===== src/rtl/adc_sim_multi.sv =====
// adc_sim_multi: behavioural stand-in for the Mercury2 on-board SPI ADC.
// It keeps the trigger/channel/Dout/OutVal handshake, so client logic does
// not change when the real converter interface is swapped in.
// Each channel has its own stimulus generator (ramp, hold, triangle or
// channel-ID pattern). Results can be single-ended or differential against
// the partner channel (ch ^ 1).
//
// Ports:
//   clock, reset   system clock; synchronous active-high reset
//   trigger        starts a conversion; only sampled while idle
//   channel        channel select, latched when a trigger is accepted
//   diffn          1 = single-ended, 0 = differential (latched)
//   mode           generator mode, latched: 0 ramp, 1 hold, 2 triangle, 3 ID
//   Dout           registered conversion result
//   OutVal         high while idle; Dout is stable and valid then
//   overrun        one-cycle pulse for each trigger seen while busy
//   adc_*          SPI pins; the outputs are tied to idle constants
module adc_sim_multi #(
  parameter int DATA_WIDTH   = 10,
  parameter int NUM_CHANNELS = 8,
  parameter int CHAN_WIDTH   = 3,
  parameter int CONV_DELAY   = 10,
  parameter int START_VALUE  = 512,
  parameter int STEP         = 1
) (
  input  logic                  clock,
  input  logic                  reset,
  input  logic                  trigger,
  input  logic [CHAN_WIDTH-1:0] channel,
  input  logic                  diffn,
  input  logic [1:0]            mode,
  output logic [DATA_WIDTH-1:0] Dout,
  output logic                  OutVal,
  output logic                  overrun,
  input  logic                  adc_miso,
  output logic                  adc_mosi,
  output logic                  adc_cs,
  output logic                  adc_clk
);

  localparam int W = DATA_WIDTH;
  localparam int CNT_W = (CONV_DELAY < 1) ? 1 : $clog2(CONV_DELAY + 1);
  localparam logic [W-1:0] STEP_W  = W'(STEP);
  localparam logic [W-1:0] START_W = W'(START_VALUE);
  localparam logic [W-1:0] HALF_W  = W'(1) << (W - 1);

  typedef enum logic [1:0] {
    IDLE    = 2'd0,
    LATCH   = 2'd1,
    CONVERT = 2'd2
  } state_t;

  state_t                state_reg, state_next;
  logic [CNT_W-1:0]      counter_reg;
  logic [CHAN_WIDTH-1:0] chan_reg;
  logic                  diffn_reg;
  logic [1:0]            mode_reg;
  logic [W-1:0]          result_reg;
  logic [W-1:0]          dout_reg;
  logic                  overrun_reg;
  logic                  accept;
  logic                  conv_done;

  // Current value of every channel generator.
  logic [NUM_CHANNELS-1:0][W-1:0] gen_bus;

  // The SPI pins are never exercised.
  logic unused_miso;
  assign unused_miso = adc_miso;
  assign adc_mosi    = 1'b0;
  assign adc_cs      = 1'b0;
  assign adc_clk     = 1'b0;

  assign accept    = (state_reg == IDLE) && trigger;
  assign conv_done = (state_reg == CONVERT) && (counter_reg == '0);

  // Next-state logic.
  always_comb begin
    state_next = state_reg;
    case (state_reg)
      IDLE:    if (trigger) state_next = LATCH;
      LATCH:   state_next = CONVERT;
      CONVERT: if (counter_reg == '0) state_next = IDLE;
      default: state_next = IDLE;
    endcase
  end

  always_ff @(posedge clock) begin
    if (reset) begin
      state_reg   <= IDLE;
      counter_reg <= '0;
      chan_reg    <= '0;
      diffn_reg   <= 1'b1;
      mode_reg    <= 2'd0;
      result_reg  <= '0;
      dout_reg    <= '0;
      overrun_reg <= 1'b0;
    end else begin
      state_reg   <= state_next;
      overrun_reg <= trigger && (state_reg != IDLE);
      if (accept) begin
        chan_reg  <= channel;
        diffn_reg <= diffn;
        mode_reg  <= mode;
      end
      if (state_reg == LATCH) begin
        counter_reg <= CNT_W'(CONV_DELAY);
        // The generator advanced on the accepting edge, so the result can
        // be formed here. Nothing else can touch the generators until the
        // conversion ends.
        if (mode_reg == 2'd3) begin
          result_reg <= {chan_reg, {(W - CHAN_WIDTH){1'b0}}};
        end else if (diffn_reg) begin
          result_reg <= gen_bus[chan_reg];
        end else begin
          result_reg <= gen_bus[chan_reg] - gen_bus[chan_reg ^ CHAN_WIDTH'(1)] + HALF_W;
        end
      end else if ((state_reg == CONVERT) && (counter_reg != '0)) begin
        counter_reg <= counter_reg - CNT_W'(1);
      end
      if (conv_done) dout_reg <= result_reg;
    end
  end

  assign Dout    = dout_reg;
  assign OutVal  = (state_reg == IDLE);
  assign overrun = overrun_reg;

  // One independent generator per channel. Each advances only when a
  // trigger for its own channel is accepted.
  for (genvar gi = 0; gi < NUM_CHANNELS; gi++) begin : g_chan
    logic [W-1:0] gen_reg;
    logic         down_reg;
    logic [W:0]   sum_up;

    // The extra top bit flags that gen+STEP has passed the full-scale code.
    assign sum_up      = {1'b0, gen_reg} + {1'b0, STEP_W};
    assign gen_bus[gi] = gen_reg;

    always_ff @(posedge clock) begin
      if (reset) begin
        gen_reg  <= START_W;
        down_reg <= 1'b0;
      end else if (accept && (channel == CHAN_WIDTH'(gi))) begin
        case (mode)
          2'd0: gen_reg <= sum_up[W-1:0];
          2'd2: begin
            if (!down_reg) begin
              if (sum_up[W]) begin
                gen_reg  <= gen_reg - STEP_W;
                down_reg <= 1'b1;
              end else begin
                gen_reg <= sum_up[W-1:0];
              end
            end else begin
              if (gen_reg < STEP_W) begin
                gen_reg  <= sum_up[W-1:0];
                down_reg <= 1'b0;
              end else begin
                gen_reg <= gen_reg - STEP_W;
              end
            end
          end
          default: gen_reg <= gen_reg;
        endcase
      end
    end
  end

endmodule


===== config.mk =====
export PLATFORM = sky130hd
export DESIGN_NAME = adc_sim_multi
export DESIGN_NICKNAME = d
export VERILOG_FILES = /design/src/rtl/adc_sim_multi.sv
export SDC_FILE = /design/constraint.sdc
export NUM_CORES = 1
export LEC_CHECK = 0
export BUFFER_PORTS_ARGS = -buffer_cell sky130_fd_sc_hd__buf_2
export CAP_MARGIN = 40
export CORE_MARGIN = 10
export CORE_UTILIZATION = 62
export DETAILED_ROUTE_END_ITERATION = 7
export GPL_ROUTABILITY_DRIVEN = 0
export GPL_TIMING_DRIVEN = 0
export HOLD_SLACK_MARGIN = 0.03
export PLACE_DENSITY = 0.83
export SLEW_MARGIN = 20
export SYNTH_ARGS = -nofsm -noshare
export SYNTH_HDL_FRONTEND = slang
export SYNTH_SLANG_ARGS = --single-unit

===== constraint.sdc =====
create_clock -name clock -period 5.3 [get_ports clock]
set_input_delay 0 -clock clock [delete_from_list [all_inputs] [get_ports clock]]
set_output_delay 0 -clock clock [all_outputs]
set_load 0.03 [all_outputs]

==> results of run 1 <==
cells in the final DEF, fill, tap and decap left out, drive strengths merged, types with 16 or more instances in the layout:
cell type / instances
a21oi: 53
buf: 46
clkbuf: 71
dfxtp: 121
ha: 34
inv: 34
mux2: 16
mux2i: 60
mux4: 20
nand2: 80
nand3: 45
nand4: 29
nor2: 112
nor2b: 16
nor3: 37
nor4: 22
o21ai: 43
or3: 21
or4: 18
xnor2: 41
xor2: 23
through the flow:
stage	hold slack, ns	total power, mW	util (%)	setup WS, ns	area, µm²
6_report	0.08757	2.338	70.04	0.7095	9684
3_3_place_gp	0.2121	1.137	65.25	0.9772	9022
4_1_cts	0.06136	2.341	70.04	0.8174	9684
5_1_grt	0.1327	2.401	70.04	0.5205	9684
2_1_floorplan	0.1178	1.092	-	1.478	8712
3_5_place_dp	0.2175	1.143	65.33	0.9024	9034
cell families (layout without fill, tap and decap cells):
logic type,after synthesis,after routing,synth area share [%]
compound gates,178,178,13.27
xor+xnor,64,64,6.439
fa+ha+maj,35,35,5.117
buf+inv,112,166,5.333
flops,121,121,27.83
mux,96,96,14.14
other cells,1,3,0.04308
simple gates,449,449,27.83
worst max path at each step:
stage / startpoint / endpoint
floorplan: chan_reg[2] / result_reg[9]
global placement: chan_reg[2] / result_reg[9]
detailed placement: chan_reg[2] / result_reg[9]
CTS: chan_reg[2] / result_reg[9]
global route: chan_reg[2] / result_reg[9]
finish: chan_reg[2] / result_reg[9]
routing by layer:
layer	up-vias	GRT usage (%)	share of wire, %
li1	3950	-	-
met1	3998	30.46	40
met2	535	39.63	45
met3	118	7.534	11
met4	0	14.48	5.0
met5	-	0	0
what timing repair did:
item	4_1_cts	5_1_grt
setup buffers	0	0
hold endpoints to repair	4	0
hold buffers	4	0
layout make-up:
cell class	instances	share of cell area, %
Buffer	81	3.592
Inverter	31	1.202
Timing Repair Buffer	22	1.408
Clock inverter	14	1.770
Multi-Input combinational cell	825	60.16
Sequential cell	121	25.01
Tap cell	180	2.326
Clock buffer	18	4.535
worst register-to-register path: cells and delay by family, from the launching register on:
family                     cells  cell delay (ns)
xor gates and xnor gates       1             0.16
AOI/OAI and AO/OA              3             0.71
adders and majority gates      3             0.72
DFF                            1             0.41
buffers and inverters          4             1.18
and+or+nand+nor                2             0.53
muxes                          2             0.76
power groups by stage:
| stage | combinational (mW) | clock, mW | sequential, mW |
|---|---|---|---|
| floorplan | 0.140 | 0 | 0.952 |
| global placement | 0.183 | 0 | 0.955 |
| detailed placement | 0.188 | 0 | 0.955 |
| CTS | 0.193 | 1.21 | 0.936 |
| global route | 0.213 | 1.25 | 0.937 |
| finish | 0.199 | 1.20 | 0.936 |
==> reports/qor.csv, run 1 <==
metric,value,unit
outcome,"complete, no violations",
relSlewSlack,46.19,%
endpoint_kind,register,
cts_resized,0,
wl_per_cell,19.68,µm
ys_seq_area_share,27.83,%
p_comb_share,8.5,%
worstPathMaxFanout,10,
die_h,138.5,µm
ys_top_cells_by_count,"dfxtp_1 (121), nor2_1 (111), nand2_1 (79)",
synthTopCellsByArea,"dfxtp_1 (28%), mux2i_1 (6.9%), mux4_2 (5.2%)",
dp_cells,1256,
rrSetupSlack,0.71,ns
cp_cell_sequence,"buf_1, clkbuf_1, mux4_2, mux2_2, ha_1, inv_1, ha_1, inv_1, fa_1, nand2b_1, a21oi_1, o31ai_1, xnor2_1, or3_1, a31o_2",
power.clock.fraction,51.4,%
hpwl,17.93,mm
critical-path-top-delay-family,buffers and inverters,
grt_pass1_wl,40.36,mm
cap_violations,0,
viasPerCell,6.657,
syn_area,0.008705,mm²
synthDominantCellAreaShare,27.83,%
port_buffers,17,
switching_share,25.40,%
power.density,241.5,mW/mm²
worst_pin_slew,0.8005,ns
fin_setup_tns,0,ns
hold_violations,0,
fin_skew,0.006885,ns
drc,0,
die_w,138.5,µm
antenna_found_initial,0,
synth.most_common_cell,dfxtp_1,
slowest_stage,clkbuf_1,
dr_total_vias,8601,
die_area,0.01918,mm²
crit_type,register to register,
yosysTopAreaCell,dfxtp_1,
min_path_cells,3,
synth-main-ff-cell,dfxtp_1,
reg2reg_depth,15,
insertion_delay,0.43,ns
finalCritPeriodShare,86.61,%
cts_tree,yes,
cts_htree_levels,4,
synthCells,1056,
n_antenna_cell,0,
power_frac_seq,40.0,%
synth_cell_types,77,
largest_register_ffs,80,
worst_setup_path_start_kind,register,
p_leak,3.561,nW
reg2reg_to,result_reg[9],
cts.path.max_buffers,2,
drive_gt1_share,12.14,%
min_period,4.591,ns
slew_viol_final,0,
irDropWorstVdd,302.8,µV
setup_violations,0,
cp_num_buf_inv,4,
hp-class,primary input to register,
yosys_warnings,0,
path_depth,15,
clock_sinks,121,
syn_area_per_cell,8.243,µm²
wirelength,25.43,mm
grt_max_degree,17,
start_util,62.95,%
crit_required,5.62,ns
n_fill_cell,1068,
hold_end,chan_reg[1],
rows,43,
ioPinCount,25,
drt-initial-drc-count,990,
timing.rr.start,chan_reg[2],
first_pass_iters,7,
coreArea,0.01383,mm²
cpPeakStageDelay,0.57,ns
final_cells,1292,
syn_to_final_growth,11.25,%
grt_pass1_vias,8015,
rsz0062_at_grt,no,
ys_ff_latch,121,
grt_overflow,0,
track_usage,25.38,%
hold_start,channel[1],
cts_buffers,17,
max_freq,217.8,MHz
internal_power,1.745,mW
async_flop_share,0,%
power_switching,593.9,µW
layout.nets,1144,
synth-edff-count,0,
cp.arrival,4.91,ns
clk_pin_slew,0.06,ns
multi_input_area,0.005826,mm²
cts-root-buf,clkbuf_16,
area.sequential,0.002422,mm²
antenna_left,0,
(Power assumes the default switching activity.)
==> run 2: changes to the inputs <==
--- a/config.mk
+++ b/config.mk
@@ -7,13 +7,15 @@
 export LEC_CHECK = 0
 export BUFFER_PORTS_ARGS = -buffer_cell sky130_fd_sc_hd__buf_2
 export CAP_MARGIN = 40
+export CELL_PAD_IN_SITES_DETAIL_PLACEMENT = 1
+export CELL_PAD_IN_SITES_GLOBAL_PLACEMENT = 1
 export CORE_MARGIN = 10
-export CORE_UTILIZATION = 62
+export CORE_UTILIZATION = 49
 export DETAILED_ROUTE_END_ITERATION = 7
 export GPL_ROUTABILITY_DRIVEN = 0
 export GPL_TIMING_DRIVEN = 0
 export HOLD_SLACK_MARGIN = 0.03
-export PLACE_DENSITY = 0.83
+export PLACE_DENSITY = 0.86
 export SLEW_MARGIN = 20
 export SYNTH_ARGS = -nofsm -noshare
 export SYNTH_HDL_FRONTEND = slang
==> run 2 against run 1 <==
Clock-buffer cell count did not move; largest power group unchanged; largest cell class unchanged; clock skew rose by 0.0029 ns; critical path depth fell by 2; via count rose by 1.6%; critical endpoint unchanged; worst setup slack got worse by 0.040 ns; register-to-register slack got worse by 0.04 ns; global-route usage fell by 0.48 points; design area rose by 0.13%; sequential share of layout area barely moved.
==> reports/qor.csv, run 2 (synthesized netlist as in run 1, its figures left out) <==
metric,value,unit
die_w,153.3,µm
cts_htree_levels,4,
wirelength,29.97,mm
timing.rr.start,chan_reg[2],
fin_setup_tns,0,ns
crit_required,5.63,ns
fin_skew,0.009791,ns
clk_pin_slew,0.06,ns
cp.arrival,4.96,ns
port_buffers,17,
largest_register_ffs,80,
power_frac_seq,41.2,%
hpwl,21.71,mm
wl_per_cell,22.41,µm
grt_max_degree,17,
crit_type,register to register,
outcome,"complete, no violations",
insertion_delay,0.44,ns
cts.path.max_buffers,2,
finalCritPeriodShare,87.37,%
crit_start,chan_reg[2],
irDropWorstVdd,241.8,µV
p_leak,3.542,nW
area.sequential,0.002422,mm²
slowest_stage,buf_1,
syn_to_final_growth,11.40,%
n_fill_cell,2121,
power_switching,625.0,µW
placed_cell_area,0.009094,mm²
slew_viol_final,0,
track_usage,24.90,%
multi_input_area,0.005826,mm²
final_common_cell,dfxtp_1,
cts_buffers,17,
drt-initial-drc-count,868,
endpoint_kind,register,
grt_overflow,0,
setup_violations,0,
power.density,234.4,mW/mm²
switching_share,27.49,%
rows,48,
cts-root-buf,clkbuf_16,
worst_pin_slew,0.8810,ns
crit_end,result_reg[9],
max_freq,216.0,MHz
p_comb_share,9.2,%
min_period,4.630,ns
cp_cell_sequence,"buf_1, clkbuf_1, mux4_2, mux2_2, ha_1, inv_1, fa_1, nand2b_1, a21oi_1, o31ai_1, xnor2_1, or3_1, a31o_2",
rrSetupSlack,0.67,ns
viasPerCell,6.536,
worstPathMaxFanout,10,
cpPeakStageDelay,0.56,ns
drive_gt1_share,12.06,%
clock_sinks,121,
reg2reg_depth,13,
die_area,0.02350,mm²
rsz0062_at_grt,no,
ioPinCount,25,
internal_power,1.648,mW
grt_pass1_vias,8859,
hp-class,primary input to register,
cap_violations,0,
coreArea,0.01736,mm²
reg2reg_to,result_reg[9],
antenna_found_initial,2,
start_util,50.15,%
antenna_left,0,
die_h,153.3,µm
cts_tree,yes,
relSlewSlack,41.27,%
cts_resized,0,
dr_total_vias,8738,
power.clock.fraction,49.6,%
hold_violations,0,
first_pass_iters,7,
layout_common_cells,"dfxtp_1 (121), nor2_1 (111), nand2_1 (79)",
drc,0,
layout.nets,1144,
grt_pass1_wl,48.13,mm
stdcell_area,0.009697,mm²
worst_setup_path_start_kind,register,
-- run 2: cell types whose count changed in the layout (fill, tap and decap cells not counted) --
cell,delta
clkinvlp_4,-1
diode_2,+1
buf_8,+1
buf_6,-1
clkinv_4,+2
bufinv_16,-2
-- run 2: final cells by class --
class	instances	share of cell area (%)
clock buffers	18	4.529
diodes	1	0.02581
well taps	225	2.903
repair buffers	22	1.445
multi-input cells	825	60.08
plain buffers	81	3.587
flip-flops and latches	121	24.98
inverters	31	1.200
clock inverters	13	1.252
-- run 2: routing by layer --
layer | vias up | GRT usage [%] | routed length, µm
li1 | 3947 | - | -
met2 | 391 | 40.12 | 13960
met1 | 4306 | 30.06 | 12480
met3 | 94 | 6.762 | 2310
met4 | 0 | 11.90 | 1212
met5 | - | 0 | 0
-- run 2: how the worst min path moves through the flow --
stage,cells past startpoint,from,endpoint
after global routing,4,mode[0],mode_reg[0]
after global placement,2,diffn,diffn_reg
after detailed placement,2,diffn,diffn_reg
after CTS,4,mode[0],mode_reg[0]
final,4,mode[0],mode_reg[0]
after floorplan,1,diffn,diffn_reg
-- run 2: power groups by stage --
| stage | logic [mW] | registers [mW] | clock network [mW] |
|---|---|---|---|
| after CTS | 0.204 | 0.936 | 1.13 |
| after detailed placement | 0.198 | 0.955 | 0 |
| after floorplan | 0.140 | 0.952 | 0 |
| final | 0.209 | 0.936 | 1.13 |
| after global placement | 0.189 | 0.955 | 0 |
| after global routing | 0.223 | 0.938 | 1.17 |
-- run 2: per-stage QoR --
step / hold WS [ns] / std cells / setup slack, ns / utilization [%] / power [mW]
global route: 0.1257 / 1337 / 0.4586 / 55.87 / 2.331
detailed placement: 0.2116 / 1301 / 0.7694 / 52.39 / 1.153
global placement: 0.2149 / 1300 / 0.9370 / 52.31 / 1.143
finish: 0.08760 / 1337 / 0.6696 / 55.87 / 2.273
CTS: 0.07767 / 1336 / 0.7340 / 55.85 / 2.269
floorplan: 0.1178 / 1058 / 1.478 / - / 1.092
-- run 2: critical path, delay by kind of cell, from the launching register on --
kind	cells	cell delay, ns
XOR/XNOR	1	0.18
buffers and inverters	3	1.16
AND/OR/NAND/NOR	2	0.52
AO/OA/AOI/OAI	3	0.69
multiplexers	2	0.78
flip-flops	1	0.41
adder cells (fa/ha/maj)	2	0.76
-- run 2: repair_timing --
action	4_1_cts	5_1_grt
buffers inserted	0	0
hold endpoints to repair	4	0
endpoints found under the setup margin	0	0
hold buffers	4	0
